===== config.mk =====
export PLATFORM = sky130hd
export DESIGN_NAME = data_memory_sync
export DESIGN_NICKNAME = d
export VERILOG_FILES = /design/src/rtl/dmem_pkg.sv /design/src/rtl/dmem_clear_seq.sv /design/src/rtl/data_memory_sync.sv
export SDC_FILE = /design/constraint.sdc
export NUM_CORES = 1
export LEC_CHECK = 0
export ABC_AREA = 1
export BUFFER_PORTS_ARGS = -buffer_cell sky130_fd_sc_hd__clkbuf_2
export CAP_MARGIN = 20
export CORE_AREA = 4 4 84 125
export DETAILED_ROUTE_END_ITERATION = 16
export DIE_AREA = 0 0 88 129
export HOLD_SLACK_MARGIN = 0.08
export PLACE_DENSITY = 0.82
export SLEW_MARGIN = 40
export SYNTH_ARGS = -nofsm -noshare
export SYNTH_HDL_FRONTEND = slang
export SYNTH_SLANG_ARGS = --single-unit

===== constraint.sdc =====
create_clock -name clk -period 3.2 [get_ports clk]
set_input_delay 0.32 -clock clk [delete_from_list [all_inputs] [get_ports clk]]
set_output_delay 0.32 -clock clk [all_outputs]
set_load 0.01 [all_outputs]

===== src/rtl/dmem_pkg.sv =====
`default_nettype none
// ============================================================================
// Module   : dmem_pkg
// Brief    : Shared types and default sizing for the data_memory_sync block.
// Revision : 1.0 - initial release
// ============================================================================
package dmem_pkg;

    localparam int DMEM_WIDTH_DEF = 8;
    localparam int DMEM_DEPTH_DEF = 16;

    typedef enum logic [0:0] {
        DMEM_CLEAR = 1'b0,
        DMEM_READY = 1'b1
    } dmem_state_t;

endpackage
`default_nettype wire


===== src/rtl/dmem_clear_seq.sv =====
`default_nettype none
// ============================================================================
// Module   : dmem_clear_seq
// Brief    : Zero-sweep sequencer; owns the memory state, clear pointer and busy.
// Revision : 1.0 - initial release
// ============================================================================
module dmem_clear_seq
    import dmem_pkg::*;
#(
    parameter  int DEPTH  = DMEM_DEPTH_DEF,
    localparam int ADDR_W = $clog2(DEPTH)
) (
    input  logic              clk,
    input  logic              rst,
    input  logic              i_clear,
    output logic              o_zero_en,
    output logic [ADDR_W-1:0] o_zero_addr,
    output logic              o_busy
);

    localparam logic [ADDR_W-1:0] c_last_ptr = ADDR_W'(DEPTH - 1);

    dmem_state_t       r_state;
    logic [ADDR_W-1:0] r_clr_ptr;
    logic              r_busy;

    always_ff @(posedge clk or posedge rst) begin
        if (rst) begin
            r_state   <= DMEM_CLEAR;
            r_clr_ptr <= '0;
            r_busy    <= 1'b1;
        end else begin
            case (r_state)
                DMEM_CLEAR: begin
                    // A clear request mid-sweep restarts it from word 0.
                    if (i_clear) begin
                        r_clr_ptr <= '0;
                    end else if (r_clr_ptr == c_last_ptr) begin
                        r_state   <= DMEM_READY;
                        r_clr_ptr <= '0;
                        r_busy    <= 1'b0;
                    end else begin
                        r_clr_ptr <= r_clr_ptr + 1'b1;
                    end
                end
                DMEM_READY: begin
                    if (i_clear) begin
                        r_state   <= DMEM_CLEAR;
                        r_clr_ptr <= '0;
                        r_busy    <= 1'b1;
                    end
                end
                default: begin
                    r_state   <= DMEM_CLEAR;
                    r_clr_ptr <= '0;
                    r_busy    <= 1'b1;
                end
            endcase
        end
    end

    assign o_zero_en   = (r_state == DMEM_CLEAR);
    assign o_zero_addr = r_clr_ptr;
    assign o_busy      = r_busy;

endmodule
`default_nettype wire


===== src/rtl/data_memory_sync.sv =====
`default_nettype none
// ============================================================================
// Module   : data_memory_sync
// Brief    : Clocked data memory with registered read and hardware zero-sweep.
//            Define DMEM_BYPASS_EN for write-first same-address forwarding.
// Revision : 1.0 - initial release
// ============================================================================
module data_memory_sync
    import dmem_pkg::*;
#(
    parameter  int WIDTH  = DMEM_WIDTH_DEF,
    parameter  int DEPTH  = DMEM_DEPTH_DEF,
    localparam int ADDR_W = $clog2(DEPTH)
) (
    input  logic              clk,
    input  logic              rst,
    input  logic              clear,
    input  logic              wr_en,
    input  logic [ADDR_W-1:0] wr_addr,
    input  logic [WIDTH-1:0]  wr_data,
    input  logic              rd_en,
    input  logic [ADDR_W-1:0] rd_addr,
    output logic [WIDTH-1:0]  rd_data,
    output logic              rd_valid,
    output logic              busy
);

    localparam logic [ADDR_W:0] c_depth = (ADDR_W + 1)'(DEPTH);

    logic [WIDTH-1:0]  r_mem [DEPTH];
    logic [WIDTH-1:0]  r_rd_data;
    logic              r_rd_valid;

    logic              w_zero_en;
    logic [ADDR_W-1:0] w_zero_addr;
    logic              w_busy;
    logic              w_wr_in_range;
    logic              w_rd_in_range;
    logic              w_wr_accept;
    logic              w_rd_accept;
    logic [WIDTH-1:0]  w_rd_word;

    dmem_clear_seq #(
        .DEPTH (DEPTH)
    ) u_clear_seq (
        .clk         (clk),
        .rst         (rst),
        .i_clear     (clear),
        .o_zero_en   (w_zero_en),
        .o_zero_addr (w_zero_addr),
        .o_busy      (w_busy)
    );

    assign w_wr_in_range = ({1'b0, wr_addr} < c_depth);
    assign w_rd_in_range = ({1'b0, rd_addr} < c_depth);
    // clear beats a same-cycle write; reads in that cycle still see old data.
    assign w_wr_accept   = wr_en && !w_busy && !clear && w_wr_in_range;
    assign w_rd_accept   = rd_en && !w_busy;

    always_comb begin
        w_rd_word = '0;
        if (w_rd_in_range) begin
            w_rd_word = r_mem[rd_addr];
`ifdef DMEM_BYPASS_EN
            if (w_wr_accept && (wr_addr == rd_addr)) begin
                w_rd_word = wr_data;
            end
`endif
        end
    end

    // Sweep writes take the port ahead of user writes; the two never overlap.
    always_ff @(posedge clk) begin
        if (w_zero_en) begin
            r_mem[w_zero_addr] <= '0;
        end else if (w_wr_accept) begin
            r_mem[wr_addr] <= wr_data;
        end
    end

    always_ff @(posedge clk or posedge rst) begin
        if (rst) begin
            r_rd_data  <= '0;
            r_rd_valid <= 1'b0;
        end else begin
            r_rd_valid <= w_rd_accept;
            if (w_rd_accept) begin
                r_rd_data <= w_rd_word;
            end
        end
    end

    assign rd_data  = r_rd_data;
    assign rd_valid = r_rd_valid;
    assign busy     = w_busy;

endmodule
`default_nettype wire


# --- Word-level counts from Yosys, hierarchy flattened ---
# Memories as Yosys holds them, arrays and structs flattened. A register that Yosys moved wholly into a read port is not among the register bits.
# Cells that the tools add are included.
totals:
  mem_count: 1
  in_bits: 21
  elab_cells: 37
  mem_bits_rw: 128
  register_bits: 7
op_classes:
  reduce_logical: 7
  bitwise_logic: 1
  n_eq_ne: 4
  addsub: 1
  mux: 19
memory_table:
  columns: ["memory", "depth", "word_bits", "rd", "rd_ports_with_merged_regs", "write_ports", "line", "source"]
  rows:
  - ["r_mem", 16, 8, 1, 1, 1, "data_memory_sync.sv:30", "logic [WIDTH-1:0] r_mem [DEPTH];"]
ops:
  columns: ["op", "count"]
  rows:
  - ["$mux 4", 4]
  - ["$mux 1", 11]
  - ["$mux 8", 1]
  - ["$pmux 4 s2", 1]
  - ["$reduce_or 8->1", 1]
  - ["$ne 2x2->1 const B", 3]
  - ["$add 4x1->4 const B", 1]
  - ["$eq 4x4->1 const B", 1]
  - ["$pmux 1 s2", 2]
  - ["$logic_and 1x1->1", 3]
  - ["$reduce_and 3->1", 1]
  - ["$logic_not 1->1", 2]
  - ["$not 1->1", 1]

# --- Depth between registers and ports, before layout ---
depth:
  depth_word: 8
  mapped_depth: 10
  depth_no_buf: 9

# --- Hierarchy ---
# A second synthesis with hierarchy kept.
unflattened:
  hier_cells: 555
  hier_area_um2: 6078.3
by_module_without_submodules:
  columns: ["mod", "area_each_um2", "n_inst", "cells_each", "seq_area_each_um2"]
  rows:
  - ["data_memory_sync", 5771.8, 1, 519, 4068.9]
  - ["dmem_clear_seq", 306.5, 1, 36, 151.4]

# --- Worst setup path after synthesis ---
# OpenSTA, ideal clock, no wires.
synth_timing:
  path_kind: "reg-to-reg"
  start: "register u_clear_seq.r_busy, in the netlist u_clear_seq.o_busy"
  end: "memory r_mem[1][0] (netlist name) (enable)"
  setup_slack_ns: 1.115
  required_ns: 2.817
  stages_incl_launch_ff: 8
  setup_time_ns: 0.383
  t_arrival_ns: 1.702
  path_cell_list: "dfstp_2 -> nor2_1 -> nand2_4 -> buf_6 -> nand2_4 -> o21ai_4 -> nand2_2 -> nor3_1"
synth_via:
  elab_chain_cells: 8
synth_rtl:
  columns: ["item", "line", "source"]
  rows:
  - ["start, declared", "dmem_clear_seq.sv:25", "logic r_busy;"]
  - ["start signal, assigned", "dmem_clear_seq.sv:31", "r_busy <= 1'b1;"]
  - ["start signal, assigned", "dmem_clear_seq.sv:41", "r_busy <= 1'b0;"]
  - ["start signal, assigned", "dmem_clear_seq.sv:50", "r_busy <= 1'b1;"]
  - ["$logic_not 1->1 *", "data_memory_sync.sv:57", "assign w_wr_accept = wr_en && !w_busy && !clear && w_wr_in_range;"]
  - ["$logic_and 1x1->1 * (2 in a row)", "data_memory_sync.sv:57", null]
  - ["$mux 1 *", "data_memory_sync.sv:76", "end else if (w_wr_accept) begin"]
  - ["$mux 1 *", "data_memory_sync.sv:74", "if (w_zero_en) begin"]
  - ["$mux 1 (implied by the code) *", "data_memory_sync.sv:77", "r_mem[wr_addr] <= wr_data;"]
  - ["$reduce_or 8->1 (no source line)", null, null]
  - ["$mux 4 (no source line) / $mux 1 (equally long branches)", null, null]
  - ["end, declared", "data_memory_sync.sv:30", null]
# Mark *: on every way between the ends. The rest lies on a longest branch, timed or not.

# --- Worst setup path in the final report ---
layout_timing:
  start: "register u_clear_seq.r_state"
  end: "memory r_mem[9][1] (netlist name) (enable)"
layout_via:
  elab_chain_cells: 4
layout_rtl:
  columns: ["item", "line", "source"]
  rows:
  - ["start, declared", "dmem_clear_seq.sv:23", "dmem_state_t r_state;"]
  - ["start signal, assigned", "dmem_clear_seq.sv:29", "r_state <= DMEM_CLEAR;"]
  - ["start signal, assigned", "dmem_clear_seq.sv:39", "r_state <= DMEM_READY;"]
  - ["start signal, assigned", "dmem_clear_seq.sv:48", "r_state <= DMEM_CLEAR;"]
  - ["$mux 1", "data_memory_sync.sv:74", null]
  - ["$mux 1 (implied by the code)", "data_memory_sync.sv:77", null]
  - ["$reduce_or 8->1 (no source line)", null, null]
  - ["$mux 4 (no source line) / $mux 1 (equally long branches)", null, null]
# Several ways; a longest one is shown, not always the timed one.

==> flow_summary.ini <==
[min_path]
hp-class = primary input to register

[routing]
num_vias = 4311
wirelength_um = 14450
dr.pass1.iters = 5
drtAntennaViolNets = 0
post_drt_via_cell_ratio = 6.055
drt_iter0_markers = 465
wire_per_inst_um = 20.30
drc = 0

[worst_setup_path]
worst_setup_path_end_kind = register
crit_chain = inv_2 > nor2_8 > nand2_4 > nand2_1 > o21ai_1 > inv_1 > nand3_1 > nor2_1
required_ns = 3.25
crit_slowest_cell = nor2_1
worst-path-max-fanout = 16
slowest_delay_ns = 0.62
start_kind = register
worstPathArrival_ns = 2.37
worstSetupPathType = register to register

[clocking]
cts_max_level = 4
cts.clk_slew.worst_paths_ns = 0.06
cts_buffer_depth = 2
clock-sinks = 143
cts_root_buf = clkbuf_16
cts_tree = yes
numCtsBuffers = 17
cts_resized = 0
postCtsSetupRepairBufs = 0
clk_latency_ns = 0.42

[synth]
yosysWarningCount = 0
synth_area_sq_um = 5974
ys.flop_type = edfxtp_1
synth_seq_cells = 143
synth.distinct_cells = 24
synth_edf_count = 128
synthArstFlopShare_pct = 10.49
syn_nets = 569
synth_common_cells = nand2_1, edfxtp_1, nand3_1, inv_1, nor2_1
synth_top_cell_area_share_pct = 64.34
syn-instance-count = 547
synth.most_common_cell = nand2_1
synth_top_cell_by_area = edfxtp_1
ys_seq_area_share_pct = 70.64
syn_avg_cell_area_sq_um = 10.92
synthTopCellsByArea = edfxtp_1, nand2_1, nand3_1

[sta]
worst_pin_slew_ns = 0.7800
hold_viol_final = 0
period_share_pct = 72.62
relSlewSlack_pct = 47.81
fin_skew_ns = 0.005684
setup_viol = 0
grt_setup_unrepaired = no
fmax_ghz = 0.4303
fin_setup_tns_ns = 0
drv_slew = 0
finalCriticalPeriod_ns = 2.324

[power_and_ir_drop]
vdd_drop_max_v = 0.0005984
power_frac_clock_pct = 45.5
power_density_nw_per_um2 = 636.1
pwr-share-seq_pct = 48.0
p_sw_uw = 947.7
p_int_mw = 3.425
comb_power_share_pct = 6.5
switching_share_pct = 21.68
power_leakage_nw = 2.915

[floorplanning]
die_h_um = 129
die-area_sq_um = 11350
ios = 31
num_rows = 43
initial_core_util_pct = 64.19
die_w_um = 88
core_area_sq_um = 9308

[placed_design]
io_buffers = 30
gp_congestion = 0.8865
dp_hpwl_um = 9312
dp_cells = 679

[cells_and_area]
final_cells = 712
fin_nets = 609
syn_to_final_growth_pct = 15.06
diodes = 0
drive_gt1_share_pct = 14.00

[grt]
grt_pass1_vias = 4320
grt_overflow_total = 0
grt_max_degree = 65
antenna_found_initial = 0
grt_first_pass_wirelength_um = 22360
groute.usage.overall_pct = 27.61

[outcome]
status = finished clean

[job]
cap_violations = 0
-- flip-flops by register name (all words and copies together) (netlist names) --
name                     cells
r_mem                      128
rd_data                      8
rd_valid                     1
u_clear_seq.o_busy           1
u_clear_seq.o_zero_addr      4
u_clear_seq.r_state          1
-- metrics by stage --
stage	util (%)	cell area (sq um)	setup slack [ns]	hold WS [ns]	power (mW)
4_1_cts	73.85	6874	0.8957	0.1850	4.372
2_1_floorplan	-	5974	1.115	0.2208	2.308
5_1_grt	73.85	6874	0.6568	0.2083	4.480
3_3_place_gp	67.25	6260	0.9390	0.3637	2.401
3_5_place_dp	67.28	6262	0.8800	0.3819	2.413
6_report	73.85	6874	0.8761	0.1948	4.372
-- power groups by stage --
stage                     Combinational [mW]  Clock [mW]  Sequential, mW
after floorplan                        0.165           0            2.14
after global placement                 0.269           0            2.13
after detailed placement               0.278           0            2.14
after global routing                   0.315        2.06            2.10
final                                  0.285        1.99            2.10
after CTS                              0.283        1.99            2.10
-- worst max-delay path: cells and delay by family (launching register included) --
family / cells / cell delay (ns)
compound gates: 1 / 0.14
buf+inv: 2 / 0.23
flops: 1 / 0.41
simple gates: 5 / 1.16
-- placed cells by master, fill, tap and decap left out, types with 2 or more instances in the layout --
| master | instances |
|---|---|
| edfxtp_1 | 128 |
| nor3_1 | 5 |
| nand2_4 | 2 |
| clkbuf_1 | 2 |
| clkbuf_8 | 2 |
| dfrtp_1 | 14 |
| clkinv_2 | 4 |
| bufinv_16 | 3 |
| clkbuf_16 | 17 |
| buf_4 | 15 |
| o21ai_1 | 4 |
| nor2_1 | 22 |
| clkinvlp_4 | 3 |
| nand2_1 | 207 |
| a21oi_1 | 3 |
| nand3_1 | 101 |
| inv_1 | 23 |
| clkbuf_2 | 30 |
| o21ai_0 | 2 |
-- cell type report --
cell class / instances / area (sq um)
Sequential cell: 143 / 4220
Fill cell: 572 / 2434
Multi-Input combinational cell: 353 / 1539
Clock buffer: 21 / 460.4
Timing Repair Buffer: 46 / 272.8
Clock inverter: 11 / 141.4
Tap cell: 112 / 140.1
Inverter: 26 / 100.1
-- worst paths after layout --
check                                    start                          to  slack, ns  depth (start not counted)
setup reg to reg           u_clear_seq.r_state                 r_mem[9][1]       0.88                          8
hold / removal                           clear         u_clear_seq.r_state       0.19                          2
hold reg to reg                     rd_data[5]                  rd_data[5]       0.48                          2
setup / recovery           u_clear_seq.r_state                 r_mem[9][1]       0.88                          8
min in group asynchronous                  rst  u_clear_seq.o_zero_addr[2]       0.48                          3
max in group asynchronous                  rst                    rd_valid       2.35                          3
-- kinds of logic (layout without fill, tap and decap cells) --
group	after synthesis	count (layout)	share of synthesized area (%)
buffers and inverters	51	104	3.602
flip-flops	143	143	70.64
XOR/XNOR	1	1	0.1466
AND/OR/NAND/NOR	341	341	24.38
adder cells (fa/ha/maj)	1	1	0.2094
AO/OA/AOI/OAI	10	10	1.026
-- layer usage --
| layer | vias up | global-route usage (%) | routed length (um) | share of wire (%) |
|---|---|---|---|---|
| met5 | - | 0 | 0 | 0 |
| met3 | 50 | 5.894 | 1058 | 7.3 |
| met4 | 0 | 15.72 | 659 | 4.6 |
| met1 | 2067 | 31.75 | 4984 | 34 |
| met2 | 258 | 47.11 | 7749 | 54 |
| li1 | 1936 | - | - | - |
-- what timing repair did --
action | 4_1_cts | 5_1_grt
hold endpoints to repair | 14 | 0
hold buffers | 1 | 0
endpoints found under the setup margin | 0 | 0
Note: power is estimated with default switching activity, not from simulation.
